$ cat src/rtl/timer_scheduler.sv
// Round-robin scheduler sharing one countdown timer among four requesters.
// Optional abort support (cancel port) is enabled by defining TIMER_SCHED_ABORT_EN.
//
// state | meaning
// IDLE  | no owner; arbitrate when any req is high
// LOAD  | grant owner, strobe timer_start with the latched duration
// RUN   | owner holds the timer; wait for timer_expired
// DONE  | pulse done to owner, release grant, remember owner for round-robin
module timer_scheduler (
    input  logic        clock,
    input  logic        reset,
    input  logic [3:0]  req,
    input  logic [23:0] duration,
    output logic [3:0]  grant,
    output logic [3:0]  done,
    output logic        busy,
    output logic        timer_start,
    output logic [5:0]  timer_param,
    input  logic        timer_expired
`ifdef TIMER_SCHED_ABORT_EN
    ,
    input  logic [3:0]  cancel
`endif
);

    typedef enum logic [1:0] {IDLE, LOAD, RUN, DONE} state_t;

    state_t      state;
    logic [1:0]  idx;
    logic [1:0]  last_granted;
    logic [1:0]  winner;
    logic [5:0]  winner_dur;
    logic        abort;

    // Lowest offset from last_granted+1 wins; descending loop lets it overwrite.
    function automatic logic [1:0] rr_pick(input logic [3:0] r, input logic [1:0] last);
        logic [1:0] c;
        rr_pick = last;
        for (int k = 4; k >= 1; k--) begin
            c = last + 2'(k);
            if (r[c]) rr_pick = c;
        end
    endfunction

    always_comb begin
        winner     = rr_pick(req, last_granted);
        winner_dur = duration[6*winner +: 6];
    end

`ifdef TIMER_SCHED_ABORT_EN
    always_comb abort = cancel[idx];
`else
    always_comb abort = 1'b0;
`endif

    always_ff @(posedge clock) begin
        if (reset) begin
            state        <= IDLE;
            idx          <= 2'd0;
            last_granted <= 2'd3;
            grant        <= 4'b0000;
            done         <= 4'b0000;
            busy         <= 1'b0;
            timer_start  <= 1'b0;
            timer_param  <= 6'd0;
        end else begin
            timer_start <= 1'b0;
            done        <= 4'b0000;
            case (state)
                IDLE: begin
                    if (|req) begin
                        idx         <= winner;
                        timer_param <= winner_dur;
                        timer_start <= 1'b1;
                        grant       <= 4'b0001 << winner;
                        busy        <= 1'b1;
                        state       <= LOAD;
                    end
                end
                LOAD: begin
                    if (abort) begin
                        grant        <= 4'b0000;
                        busy         <= 1'b0;
                        last_granted <= idx;
                        state        <= IDLE;
                    end else begin
                        state <= RUN;
                    end
                end
                RUN: begin
                    // Abort takes priority over a simultaneous expiry.
                    if (abort) begin
                        grant        <= 4'b0000;
                        busy         <= 1'b0;
                        last_granted <= idx;
                        state        <= IDLE;
                    end else if (timer_expired) begin
                        grant <= 4'b0000;
                        done  <= 4'b0001 << idx;
                        state <= DONE;
                    end
                end
                DONE: begin
                    last_granted <= idx;
                    busy         <= 1'b0;
                    state        <= IDLE;
                end
                default: state <= IDLE;
            endcase
        end
    end

endmodule
$ cat config.mk
export PLATFORM = sky130hd
export DESIGN_NAME = timer_scheduler
export DESIGN_NICKNAME = d
export VERILOG_FILES = /design/src/rtl/timer_scheduler.sv
export SDC_FILE = /design/constraint.sdc
export NUM_CORES = 1
export LEC_CHECK = 0
export CAP_MARGIN = 20
export CORE_MARGIN = 4
export CORE_UTILIZATION = 40
export DETAILED_ROUTE_END_ITERATION = 12
export PLACE_DENSITY = 0.73
export SYNTH_ARGS = -nofsm -noshare
export SYNTH_HDL_FRONTEND = slang
export SYNTH_SLANG_ARGS = --single-unit
$ cat constraint.sdc
create_clock -name clock -period 3.1 [get_ports clock]
set_input_delay 0.62 -clock clock [delete_from_list [all_inputs] [get_ports clock]]
set_output_delay 0.62 -clock clock [all_outputs]
set_load 0.005 [all_outputs]
## Word-level counts from Yosys, hierarchy flattened

Index checks and enable logic that the tools add are counted.

| word-level totals | value |
|---|---|
| logic and storage cells | 55 |
| register bits | 22 |
| bits of input ports | 31 |
| output and inout bits | 16 |

| cells by class | value |
|---|---|
| shifts and indexed selects | 3 |
| multipliers | 1 |
| equality and inequality tests | 5 |
| order comparisons | 3 |
| reduce and logical (&&, ||, !) cells | 10 |
| mux-type cells | 18 |
| bitwise operators | 4 |
| add/sub/neg operators | 3 |

Operator list:

| operator | number |
|---|---|
| 24-bit by 6-bit indexed part select with 6-bit output | 1 |
| 2-bit two-way mux | 5 |
| 2-bit by 3-bit < comparator with 1-bit output (second input constant) | 3 |
| 4-bit two-way mux | 2 |
| 2-bit case mux with 4 select lines | 1 |
| 4-bit case mux with 2 select lines | 1 |
| 1-bit by 2-bit left shift with 4-bit output (first input constant) | 2 |
| 1-bit binary-select mux with 2-bit select | 3 |
| 2-bit AND reduction | 3 |
| 1-bit two-way mux | 5 |
| 2-bit adder (second input constant) | 2 |
| 2-bit == test (second input constant) | 2 |
| 2-bit by 2-bit multiplier with 4-bit output (first input constant) | 1 |
| 2-bit != test (second input constant) | 2 |
| 1-bit NOT | 4 |
| 2-bit OR reduction | 2 |
| 4-bit OR reduction | 1 |
| 3-bit AND reduction | 1 |
| 3-bit OR reduction | 1 |
| 2-bit by 1-bit adder with 2-bit output (second input constant) | 1 |
| 2-bit by 1-bit == test with 1-bit output (second input constant) | 1 |
| 2-bit zero test | 1 |
| 1-bit case mux with 2 select lines | 1 |
| 2-bit nonzero test | 1 |

## Longest topological paths before layout

Gate-level depths: netlist of run 1.

| depth | value |
|---|---|
| depth after elaboration | 9 |
| mapped depth | 7 |

## Least setup slack after synthesis of run 1

No wires, ideal clock.

| timing | value |
|---|---|
| path type | input-to-reg |
| start point | input port req[2] |
| end point | register timer_param[3] |
| setup slack | 1,194 ps |
| stages | 7 |
| setup time | 125 ps |
| path buffers | 3 |
| data required time | 2,975 ps |
| arrival | 1,780 ps |
| cell sequence | or3b_1 > buf_6 > and3_4 > buf_6 > buf_6 > a211oi_1 > a211oi_1 |

| on the way | value |
|---|---|
| longest elaborated chain between the ends | 7 |

Ends and longest elaborated chain:

| item | line | source |
|---|---|---|
| start, declared | 12 | `input logic [3:0] req,` |
| 1-bit binary-select mux with 2-bit select | 41 | `if (r[c]) rr_pick = c;` |
| 1-bit two-way mux (implied by the code) | 41 |  |
| 2-bit two-way mux (3 in a row) | 41 |  |
| 2-bit by 2-bit multiplier with 4-bit output | 47 | `winner_dur = duration[6*winner +: 6];` |
| 24-bit by 6-bit indexed part select with 6-bit output | 47 |  |
| end signal, assigned | 73 | `timer_param <= winner_dur;` |
| end, declared | 18 | `output logic [5:0] timer_param,` |

Parallel ways exist; a longest one is shown, timed or not. The select of a mux whose other input is x is not followed.
A chain may end at the register's enable or synchronous reset.

## Worst setup path in the final report of run 1

| timing | value |
|---|---|
| start point | input port req[1] |
| end point | register grant[2] |

| on the way | value |
|---|---|
| longest elaborated chain between the ends | 8 |

Ends and longest elaborated chain:

| item | line | source |
|---|---|---|
| 1-bit binary-select mux with 2-bit select | 41 |  |
| 1-bit two-way mux (implied by the code) | 41 |  |
| 2-bit two-way mux (3 in a row) | 41 |  |
| 1-bit by 2-bit left shift with 4-bit output | 75 | `grant <= 4'b0001 << winner;` |
| 4-bit two-way mux | 71 | `if (\|req) begin` |
| 4-bit case mux with 2 select lines | 69 | `case (state)` |
| end signal, assigned | 75 |  |
| end, declared | 14 | `output logic [3:0] grant,` |

Parallel ways exist; a longest one is shown, timed or not. The select of a mux whose other input is x is not followed.

==> results of run 1 <==
-- worst paths after layout --
kind	from	slack, ns	endpoint	depth (start not counted)
worst max-delay path	req[1]	0.63	grant[2]	6
worst min-delay path	grant[0]	0.47	grant[0]	2
worst max register to register	state[0]	0.89	grant[2]	6
worst min register to register	grant[0]	0.47	grant[0]	2
-- power by group --
group / total, W / switching, W / internal, W
clock: 0.000163 / 0.0000911 / 0.0000719
combinational: 0.000521 / 0.000250 / 0.000272
sequential: 0.000437 / 0.0000648 / 0.000372
total: 0.00112 / 0.000406 / 0.000716
-- per-layer routing --
| metal | global-route usage (%) | share of wire (%) | up-vias |
|---|---|---|---|
| li1 | - | - | 584 |
| met3 | 2.725 | 5.8 | 5 |
| met5 | 0 | 0 | - |
| met1 | 21.36 | 45 | 559 |
| met4 | 8.669 | 2.2 | 0 |
| met2 | 29.00 | 47 | 52 |
-- worst max-delay path: stages --
cell and delay (ns):
sky130_fd_sc_hd__clkdlybuf4s50_1 0.56, sky130_fd_sc_hd__nor4_1 0.12, sky130_fd_sc_hd__nor2b_1 0.46, sky130_fd_sc_hd__nand3_1 0.38, sky130_fd_sc_hd__or3_1 0.45, sky130_fd_sc_hd__a21oi_1 0.13
-- through the flow --
stage | instances | setup slack [ns]
floorplan | 138 | 1.194
global placement | 209 | 0.5062
detailed placement | 209 | 0.3597
CTS | 213 | 0.6495
global route | 213 | 0.4740
finish | 213 | 0.6265
-- state kept, by name, indices dropped and copies added, names as in the netlist --
| name | count |
|---|---|
| busy | 1 |
| idx | 2 |
| done | 4 |
| timer_start | 1 |
| state | 2 |
| grant | 4 |
| last_granted | 2 |
| timer_param | 6 |
-- cells by family (layout without fill, tap and decap cells) --
logic type | count (synthesis) | in the layout
compound gates | 47 | 47
simple gates | 47 | 47
flops | 22 | 22
buf+inv | 16 | 61
fa+ha+maj | 4 | 4
mux | 2 | 2
-- layout make-up --
type | instances | area share, %
clock buffers | 4 | 2.241
inverters | 11 | 2.550
multi-input cells | 100 | 37.25
flip-flops and latches | 22 | 27.20
well taps | 30 | 2.318
repair buffers | 46 | 28.44
-- layout by cell type (no fill, tap or decap), types with 2 or more instances in the layout --
master / netlist / layout
sky130_fd_sc_hd__nor4_1: 2 / 2
sky130_fd_sc_hd__a31oi_1: 7 / 7
sky130_fd_sc_hd__nor2_1: 7 / 7
sky130_fd_sc_hd__ha_1: 4 / 4
sky130_fd_sc_hd__dfxtp_1: 22 / 22
sky130_fd_sc_hd__mux2i_1: 2 / 2
sky130_fd_sc_hd__a21o_1: 2 / 2
sky130_fd_sc_hd__clkbuf_4: 0 / 3
sky130_fd_sc_hd__clkdlybuf4s50_1: 0 / 46
sky130_fd_sc_hd__a21o_2: 2 / 2
sky130_fd_sc_hd__or3_1: 5 / 5
sky130_fd_sc_hd__o21ai_0: 8 / 8
sky130_fd_sc_hd__nand3_1: 2 / 2
sky130_fd_sc_hd__nor3_1: 3 / 3
sky130_fd_sc_hd__inv_1: 11 / 11
sky130_fd_sc_hd__nand2b_1: 4 / 4
sky130_fd_sc_hd__a21oi_1: 12 / 12
sky130_fd_sc_hd__nand2_1: 18 / 18
sky130_fd_sc_hd__a211oi_1: 13 / 13
==> impl_metrics.toml, run 1 <==
[timing]
fin_hold_ws_ns = 0.4659
finalWorstPathRequiredPeriod_ns = 2.473
report.final.slew_viol_count = 0
setup_viol_count_final = 0
worst_clock_skew_ns = 0.002640
report.final.hold_viol_count = 0
rsz0062_at_grt = "false"
fmaxAchievable_mhz = 404.3
timing.slew.headroom_pct = 62.98
final.period_utilization_pct = 79.79
max_slew.worst_pin.slew_ns = 0.5542
fin_setup_tns_ns = 0

[setup_path]
critical_path.endpoint_type = "flip-flop"
crit_arrival_ns = 2.72
path_max_fanout = 9
setup.worst_path.start_class = "primary input"
timing.setup.critical_path_class = "primary input to flip-flop"
cp_data_required_time_ns = 3.35

[clock_tree]
cts_num_sinks = 22
max-clock-path-buffers = 2
tritoncts_clock_tree = "yes"
clock_tree.root_cell = "sky130_fd_sc_hd__clkbuf_4"
path_clk_slew_ns = 0.12
postCtsSetupRepairBufs = 0
postCtsHoldBufs = 0
cts-buffers-inserted = 3
cts_max_level = 1
insertion_delay_ns = 0.32
postcts_resize_cnt = 0

[drt]
routedWlPerCell_um = 14.24
first_drt_iteration_drcs = 54
route.vias.total = 1200
ant_nets = 0
avgViaCountPerCell = 5.634
remaining_drc_errors = 0
totalWireLength_um = 3033
firstDrtPassIters = 4

[synth]
synth_sequential_area_ratio_pct = 39.07
synthDominantAreaCellType = "sky130_fd_sc_hd__dfxtp_1"
number_of_enable_flip_flop_cells_after_synthesis = 0
synth_xor_xnor_area_share_pct = 0
yosys_most_used_dff = "sky130_fd_sc_hd__dfxtp_1"
synth_net_count = 173
synth.lib_cells_used.distinct = 29
synth_top_family_by_area = "compound AO/OA/AOI/OAI gates"
synth_top_area_share_pct = 39.07
postSynth.asyncResetShare_pct = 0
synth_compound_gate_area_share_pct = 26.42
syn-mean-instance-area_um2 = 8.169
synth_top_cells_by_count = "sky130_fd_sc_hd__dfxtp_1 (22), sky130_fd_sc_hd__nand2_1 (18), sky130_fd_sc_hd__a211oi_1 (13)"
multiplexer_share_of_the_synthesized_area_pct = 1.776
ffs_latches_synth = 22
syn-cell-area_um2 = 1127
syn-instance-count = 138
synthMostInstantiatedCell = "sky130_fd_sc_hd__dfxtp_1"
yosys_warnings = 0
post_synth_fa_ha_maj_area_fraction_pct = 4.440
synth.top_cells.by_area = "sky130_fd_sc_hd__dfxtp_1 (39%), sky130_fd_sc_hd__a211oi_1 (8.7%), sky130_fd_sc_hd__nand2_1 (6.0%)"
synth_simple_gate_area_share_pct = 20.87

[global_route]
groute.usage.overall_pct = 17.29
grt_remaining_overflow = 0
grt_antenna_before_repair = 0
number_of_global_route_vias_before_repair = 1127
grt_pass1_wl_um = 4850
grt_start_max_net_pins = 16

[die]
floorplan.initialDensity_pct = 43.53
floorplan.die_area_um2 = 3731
coreArea_um2 = 2590
dieWidth_um = 61.09
boundaryPins = 47
fp-row-count = 18
die_y_um = 61.09

[power_and_ir_drop]
power.density_cell_area_nw_per_um2 = 692.7
total_leakage_power_nw = 0.6535
design_power_total_w = 0.001122
max-vdd-ir-drop_mv = 0.4148

[final_layout]
nets = 219
antennaDiodeCount = 0
final_util_pct = 62.51
multi_input_logic_area_um2 = 603.1
areaGrowthSynthToFinish_pct = 43.62
register_area_um2 = 440.4
finalInstanceArea_um2 = 1619
final.fill_count = 222
drive_above_1_share_pct = 4.918

[place]
placement.io_buffers = 46
gp_routability_congestion = 0.7754
dp_hpwl_um = 2389
placed_area_um2 = 1583

[run_status]
run_status = "completed"

[run]
maxCapViolCount = 0

[worst_hold_path]
worst_hold_path_type = "flip-flop to flip-flop"
(Power assumes the default switching activity.)
==> inputs of run 2 (changes only) <==
clock period = 2.5 ns   (was 3.1 ns; I/O delays follow)
==> impl_metrics.toml, run 2 (synthesis results as in run 1) <==
[final_layout]
final.fill_count = 220
registers.top_by_ff_count = "timer_param"
drive_above_1_share_pct = 6.452
nets = 222
largest_register_ffs = 6
largestRegisters = "timer_param: 6 flops, done: 4 flops, grant: 4 flops"
mostFrequentLayoutCell = "sky130_fd_sc_hd__clkdlybuf4s50_1"
antennaDiodeCount = 0
register_area_um2 = 440.4
layout.cells.most_common_list = "sky130_fd_sc_hd__clkdlybuf4s50_1 (46), sky130_fd_sc_hd__dfxtp_1 (22), sky130_fd_sc_hd__nand2_1 (18)"
areaGrowthSynthToFinish_pct = 45.62
multi_input_logic_area_um2 = 603.1

[die]
die_y_um = 61.09
boundaryPins = 47
fp-row-count = 18
floorplan.initialDensity_pct = 43.53
floorplan.die_area_um2 = 3731
dieWidth_um = 61.09
coreArea_um2 = 2590

[timing]
final.period_utilization_pct = 79.53
max_slew.worst_pin.slew_ns = 0.4934
finalWorstPathRequiredPeriod_ns = 1.988
timing.slew.headroom_pct = 67.00
fin_setup_tns_ns = 0
fmaxAchievable_mhz = 502.9
rsz0062_at_grt = "false"
report.final.hold_viol_count = 0
fin_hold_ws_ns = 0.4630
report.final.slew_viol_count = 0
setup_viol_count_final = 0
worst_clock_skew_ns = 0.004693

[place]
placement.io_buffers = 46
gp_routability_congestion = 0.8253
dp_hpwl_um = 2288

[drt]
first_drt_iteration_drcs = 23
routedWlPerCell_um = 13.51
totalWireLength_um = 2918
route.vias.total = 1156
firstDrtPassIters = 4
avgViaCountPerCell = 5.352
ant_nets = 0
remaining_drc_errors = 0

[global_route]
grt_pass1_wl_um = 4733
grt_start_max_net_pins = 16
grt_antenna_before_repair = 0
grt_remaining_overflow = 0
number_of_global_route_vias_before_repair = 1103
groute.usage.overall_pct = 16.77

[setup_path]
path_delay_family = "buffers and inverters"
path_depth = 7
critical_path.most_common_cell = "sky130_fd_sc_hd__a211oi_1"
path_max_fanout = 6
timing.setup.critical_path_class = "primary input to flip-flop"
critical_path.slowest_cell = "sky130_fd_sc_hd__clkdlybuf4s50_1"
setup.worst_path.start_class = "primary input"
crit-reg2reg-launch = "state[0]"
crit_arrival_ns = 2.19
critical_path.endpoint_type = "flip-flop"
setup_slack_of_the_most_critical_reg_to_reg_path_ns = 0.84
cp_data_required_time_ns = 2.70
worstSetupEndpoint = "timer_param[5]"
reg2reg_to = "timer_param[5]"
startpoint = "req[3]"
crit_path_buffers_inverters = 2
critical_path.cell_chain = "clkdlybuf4s50_1, and2b_2, o21ai_0, nand3_1, buf_4, a211oi_1, a211oi_1"
worst_r2r_path_depth = 7
cp_slowest_stage_delay_ns = 0.53

[power_and_ir_drop]
total_leakage_power_nw = 0.6667
power.density_cell_area_nw_per_um2 = 857.1
design_power_total_w = 0.001407
max-vdd-ir-drop_mv = 0.5217

[clock_tree]
clock_tree.root_cell = "sky130_fd_sc_hd__clkbuf_4"
cts_num_sinks = 22
postCtsSetupRepairBufs = 0
cts-buffers-inserted = 3
cts_max_level = 1
path_clk_slew_ns = 0.13
postcts_resize_cnt = 0
max-clock-path-buffers = 2
postCtsHoldBufs = 0
tritoncts_clock_tree = "yes"
insertion_delay_ns = 0.31

[run]
maxCapViolCount = 0

[run_status]
run_status = "completed"

[worst_hold_path]
worst_hold_path_type = "flip-flop to flip-flop"
run 2: worst min-delay path, cell delays in order, from the launching register on:
cell and delay (ns):
sky130_fd_sc_hd__dfxtp_1 0.33, sky130_fd_sc_hd__nand2_1 0.05, sky130_fd_sc_hd__a21oi_1 0.05
run 2: how the worst min path moves through the flow:
stage                        start       end  slack (ns)  depth (start not counted)
after global placement    grant[0]  grant[0]        0.45                          2
final                     grant[0]  grant[0]        0.46                          2
after global routing      grant[2]  grant[2]        0.49                          2
after floorplan             idx[1]   done[1]        0.44                          1
after CTS                 grant[0]  grant[0]        0.47                          2
after detailed placement  grant[0]  grant[0]        0.45                          2
run 2: final cells by class:
| cell class | instances | share of cell area, % |
|---|---|---|
| clock buffer | 4 | 2.210 |
| inverter | 11 | 2.515 |
| tap | 30 | 2.287 |
| timing repair buffer | 49 | 29.42 |
| multi-input combinational | 100 | 36.74 |
| sequential | 22 | 26.83 |
run 2: metrics by stage:
step / worst slack, ns / utilization (%) / instances / area [µm²]
finish: 0.5117 / 63.38 / 216 / 1642
floorplan: 0.7142 / - / 138 / 1127
detailed placement: 0.1785 / 61.98 / 212 / 1605
global placement: 0.2051 / 61.98 / 212 / 1605
global route: 0.2333 / 63.38 / 216 / 1642
CTS: 0.5183 / 63.38 / 216 / 1642
run 2: power by group:
group | switching, W | internal (W)
Clock | 0.000110 | 0.0000889
Sequential | 0.0000774 | 0.000462
Combinational | 0.000314 | 0.000355
Total | 0.000502 | 0.000905
run 2: metal layers:
layer | up-vias | global-route usage, % | wire length, µm
li1 | 592 | - | -
met1 | 517 | 22.41 | 1296
met2 | 45 | 26.59 | 1394
met3 | 2 | 2.306 | 200
met4 | 0 | 8.050 | 27
met5 | - | 0 | 0
